$ cat src/rtl/vga_sync_controller.sv
// VGA scan timing: pixel-rate divider, pixel/line counters and registered
// sync/blanking qualifiers that are aligned with the coordinates they describe.
module vga_sync_controller #(
    parameter int CLK_DIV   = 4,
    parameter int H_DISPLAY = 640,
    parameter int H_FRONT   = 16,
    parameter int H_SYNC    = 96,
    parameter int H_BACK    = 48,
    parameter int V_DISPLAY = 480,
    parameter int V_FRONT   = 10,
    parameter int V_SYNC    = 2,
    parameter int V_BACK    = 33
) (
    input  logic       clk,
    input  logic       reset,
    input  logic       enable,
    output logic       p_tick,
    output logic [9:0] pixel_x,
    output logic [9:0] pixel_y,
    output logic       video_on,
    output logic       hsync,
    output logic       vsync,
    output logic       frame_start
);

    localparam int H_TOTAL = H_DISPLAY + H_FRONT + H_SYNC + H_BACK;
    localparam int V_TOTAL = V_DISPLAY + V_FRONT + V_SYNC + V_BACK;
    localparam int DIV_W   = (CLK_DIV > 1) ? $clog2(CLK_DIV) : 1;

    localparam logic [DIV_W-1:0] DIV_MAX = DIV_W'(CLK_DIV - 1);
    localparam logic [9:0] H_MAX    = 10'(H_TOTAL - 1);
    localparam logic [9:0] V_MAX    = 10'(V_TOTAL - 1);
    localparam logic [9:0] H_VIS    = 10'(H_DISPLAY);
    localparam logic [9:0] V_VIS    = 10'(V_DISPLAY);
    localparam logic [9:0] HS_FIRST = 10'(H_DISPLAY + H_FRONT);
    localparam logic [9:0] HS_LAST  = 10'(H_DISPLAY + H_FRONT + H_SYNC - 1);
    localparam logic [9:0] VS_FIRST = 10'(V_DISPLAY + V_FRONT);
    localparam logic [9:0] VS_LAST  = 10'(V_DISPLAY + V_FRONT + V_SYNC - 1);

    logic [DIV_W-1:0] div_cnt;
    logic [DIV_W-1:0] div_next;
    logic             div_wrap;
    logic             line_wrap;
    logic             frame_wrap;
    logic [9:0]       x_next;
    logic [9:0]       y_next;
    logic             p_tick_q;
    logic             frame_q;

    // Next-state counters; the qualifiers below are derived from these so
    // that they land in the same cycle as the coordinates they describe.
    always_comb begin
        div_wrap   = enable && (div_cnt == DIV_MAX);
        line_wrap  = div_wrap && (pixel_x == H_MAX);
        frame_wrap = line_wrap && (pixel_y == V_MAX);

        div_next = div_cnt;
        if (enable) begin
            div_next = div_wrap ? '0 : div_cnt + DIV_W'(1);
        end

        x_next = pixel_x;
        if (div_wrap) begin
            x_next = line_wrap ? 10'd0 : pixel_x + 10'd1;
        end

        y_next = pixel_y;
        if (line_wrap) begin
            y_next = frame_wrap ? 10'd0 : pixel_y + 10'd1;
        end
    end

    // Everything freezes while enable is low, so resuming continues the scan
    // from exactly the pixel it stopped on.
    always_ff @(posedge clk or posedge reset) begin
        if (reset) begin
            div_cnt  <= '0;
            pixel_x  <= 10'd0;
            pixel_y  <= 10'd0;
            p_tick_q <= 1'b0;
            video_on <= 1'b0;
            hsync    <= 1'b1;
            vsync    <= 1'b1;
            frame_q  <= 1'b0;
        end else if (enable) begin
            div_cnt  <= div_next;
            pixel_x  <= x_next;
            pixel_y  <= y_next;
            p_tick_q <= div_wrap;
            video_on <= (x_next < H_VIS) && (y_next < V_VIS);
            hsync    <= !((x_next >= HS_FIRST) && (x_next <= HS_LAST));
            vsync    <= !((y_next >= VS_FIRST) && (y_next <= VS_LAST));
            frame_q  <= frame_wrap;
        end else begin
            p_tick_q <= 1'b0;
            frame_q  <= 1'b0;
        end
    end

    // Strobes are gated so they drop in the very cycle enable goes low.
    assign p_tick      = p_tick_q & enable;
    assign frame_start = frame_q & enable;

endmodule

$ cat config.mk
export PLATFORM = sky130hd
export DESIGN_NAME = vga_sync_controller
export DESIGN_NICKNAME = d
export VERILOG_FILES = /design/src/rtl/vga_sync_controller.sv
export SDC_FILE = /design/constraint.sdc
export NUM_CORES = 1
export LEC_CHECK = 0
export BUFFER_PORTS_ARGS = -buffer_cell sky130_fd_sc_hd__buf_2
export CAP_MARGIN = 20
export CORE_MARGIN = 5
export CORE_UTILIZATION = 50
export CTS_BUF_LIST = sky130_fd_sc_hd__clkbuf_8
export DETAILED_ROUTE_END_ITERATION = 7
export GPL_TIMING_DRIVEN = 0
export HOLD_SLACK_MARGIN = 0.15
export PLACE_DENSITY = 0.72
export SLEW_MARGIN = 0
export SYNTH_ARGS = -nofsm -noshare
export SYNTH_HDL_FRONTEND = slang
export SYNTH_SLANG_ARGS = --single-unit
export TNS_END_PERCENT = 20
$ cat constraint.sdc
create_clock -name clk -period 2.5 [get_ports clk]
set_input_delay 0.25 -clock clk [delete_from_list [all_inputs] [get_ports clk]]
set_output_delay 0.25 -clock clk [all_outputs]
set_load 0.02 [all_outputs]
==> impl_metrics.csv <==
group,metric,value,unit
synth,ys_warn_count,0,
place,place_hpwl,2730,um
clocking,htreeDepth,1,
global_route,grt_pass1_vias,1430,
global_route,grt_first_pass_wirelength,6450,um
clocking,clk_path_buf_depth,2,
clocking,clk_pin_slew,0.09,ns
finish,ff_latch_area,678,sq um
worst_setup_path,path_class,"reg2reg",
routing,drt-initial-drc-count,83,
synth,synthArstFlopShare,100,%
sta,finalSetupViolations,0,
die,pin_count,28,
place,port_buffers,26,
routing,drc,0,
worst_setup_path,path_buf_inv,0,
finish,multi_input_area,871,sq um
sta,worst_pin_slew,0.515,ns
clocking,cts.repair.resized,0,
worst_setup_path,worstPathMaxFanout,6,
hold_path,hp-class,"in2reg",
synth,syn-num-nets,184,
run,drv_cap,0,
routing,viasPerCell,5.62,
power,peakVddDrop,0.375,mV
synth,ys_seq_elements,27,
worst_setup_path,cp_cell_sequence,"ha_1, nand3_1, nor4_2, nand2_1, xor2_1, or2_2, a41oi_1",
global_route,gr-total-overflow,0,
die,initial_utilization,52.8,%
worst_setup_path,start_kind,"flop",
synth,synthTopCellsByCount,"dfrtp_1 (25), nand2_1 (18), nor2_1 (15), inv_1 (8)",
synth,netlist_instances,177,
sta,finalHoldViolCount,0,
routing,highest_layer,"met4",
synth,syn_area,1640,sq um
global_route,antenna_found_initial,0,
global_route,grt_max_degree,28,
routing,dr_total_vias,1421,
synth,synth_ff_type,"dfrtp_1",
routing,ant_nets,0,
sta,setup_slack,0.252,ns
routing,wl,3650,um
routing,first_pass_iters,4,
clocking,post-cts-setup-buffers,0,
clocking,clock-sinks,27,
finish,fill_cells,314,
clocking,tritoncts,"built",
worst_setup_path,cp.required,2.69,ns
sta,final.setup.tns,0,ns
global_route,grt_usage,18.5,%
power,leakagePower,0.000891,uW
sta,fin_worst_skew,0.00394,ns
routing,wl_met1,1610,um
die,die_area,4520,sq um
die,placementRows,20,
synth,yosysMostFrequentCell,"dfrtp_1",
clocking,clockRootBuffer,"clkbuf_8",
synth,synth_top_area_share,38.2,%
routing,wl_per_cell,14.4,um
sta,period_needed,2.25,ns
die,die_x,67.2,um
worst_setup_path,critPathCaptureType,"flop",
die,die_h,67.2,um
synth,synth_area_leader_cell,"dfrtp_1",
worst_setup_path,slowest_delay,0.48,ns
finish,area_delta_synth_final,15.6,%
synth,synthTopCellsByArea,"dfrtp_1 (38%), nand2_1 (4.1%), xnor2_1 (3.7%)",
place,gp_congestion,0.821,
finish,n_antenna_cell,0,
sta,fmax,445,MHz
sta,rsz0062_at_grt,"no",
finish,drive_gt1_share,22.0,%
die,core_area,3100,sq um
sta,slew_violations,0,
synth,avgSynthCellArea,9.25,sq um
finish,nets,217,
routing,dr_wl_met3,183,um
sta,relSlewSlack,65.6,%
routing,wl_met2,1790,um
worst_setup_path,crit_slowest_cell,"nor4_2",
worst_setup_path,crit_arrival,2.44,ns
clocking,numCtsBuffers,3,
sta,final.period_utilization,89.9,%
synth,synth_edf_count,0,
clocking,clk_latency,0.27,ns
power,power_density,513,nW/um^2
place,place_ws,0.272,ns
worst_setup_path,cp_top_family,"simple AND/OR/NAND/NOR gates",
outcome,status,"completed",
synth,yosys.cell_types.count,47,
synth,synth-seq-area-share,41.4,%
-- cells in the final DEF, fill, tap and decap left out, types with 2 or more instances in the layout --
master	Yosys	layout
clkbuf_1	6	6
nand4_1	7	7
a31oi_1	2	2
mux2_2	3	3
nor2b_1	2	2
buf_2	2	28
inv_1	8	9
or3_1	2	2
and3_1	5	5
nor3_1	3	3
nand2_1	18	18
xor2_1	6	6
o21ai_0	5	5
and4_1	2	2
nand4b_1	4	4
nor4_2	2	2
dfstp_2	2	2
a21oi_1	4	4
nand3_1	7	7
dfrtp_1	25	25
o32ai_1	2	2
nand4bb_1	2	2
ha_1	4	4
clkbuf_8	0	3
nor4_1	3	3
a211oi_1	2	2
buf_4	2	2
mux2i_1	2	2
nor2_1	15	15
o31ai_1	2	2
xnor2_1	7	7
and2_1	5	5
-- through the flow --
stage,hold slack (ns),area [sq um],std cells,total power [uW],utilization (%)
after global routing,0.296,1890,253,1040,61.0
after global placement,0.487,1820,247,728,58.8
final,0.280,1890,253,971,61.0
after CTS,0.252,1870,251,986,60.2
after detailed placement,0.496,1820,247,744,58.8
after floorplan,0.301,1640,177,677,-
-- state kept, by name, summed over array words and instances (netlist names) --
| register | cells |
|---|---|
| pixel_x | 10 |
| pixel_y | 10 |
| div_cnt | 2 |
| frame_q | 1 |
| hsync | 1 |
| p_tick_q | 1 |
| video_on | 1 |
| vsync | 1 |
-- where the power goes --
part | total [uW] | internal, uW | switching, uW
registers | 535 | 484 | 51.0
clock network | 237 | 110 | 127
logic | 199 | 84.2 | 115
-- path summary, 6_finish.rpt --
kind                       cells past startpoint                   start  slack (ns)                endpoint
max                                            7  div_cnt[0]$_DFFE_PP0P_        0.25       vsync$_DFFE_PP1P_
min                                            2                  enable        0.28  div_cnt[0]$_DFFE_PP0P_
min in group asynchronous                      3                   reset        0.56  pixel_y[0]$_DFFE_PP0P_
max in group asynchronous                      4                   reset        1.38       hsync$_DFFE_PP1P_
min reg2reg                                    2       vsync$_DFFE_PP1P_        0.50       vsync$_DFFE_PP1P_
max reg2reg                                    7  div_cnt[0]$_DFFE_PP0P_        0.25       vsync$_DFFE_PP1P_
-- area by class of cell --
| type | count | area share [%] |
|---|---|---|
| multi-input cells | 131 | 46.0 |
| flip-flops and latches | 27 | 35.8 |
| repair buffers | 28 | 8.20 |
| plain buffers | 11 | 3.11 |
| well taps | 44 | 2.91 |
| clock buffers | 3 | 2.18 |
| inverters | 8 | 1.59 |
| clock inverters | 1 | 0.198 |
-- what timing repair did --
action | CTS | global route
hold buffers | 0 | 1
endpoints found under the setup margin | 0 | 0
hold endpoints to repair | 0 | 11
-- per-layer routing --
| layer | vias up | GRT usage [%] |
|---|---|---|
| li1 | 699 | - |
| met1 | 667 | 22.9 |
| met2 | 44 | 32.5 |
| met3 | 11 | 2.33 |
| met4 | 0 | 7.34 |
| met5 | - | 0 |
-- cells by family after synthesis --
family                   Yosys count  share of synthesized area [%]
buffers and inverters             19                           5.42
flip-flops                        27                           41.4
adder cells (fa/ha/maj)            4                           3.06
multiplexers                       5                           3.28
AO/OA/AOI/OAI                     27                           11.4
AND/OR/NAND/NOR                   82                           28.5
XOR/XNOR                          13                           6.95
Power figures use the tool's default switching activity.
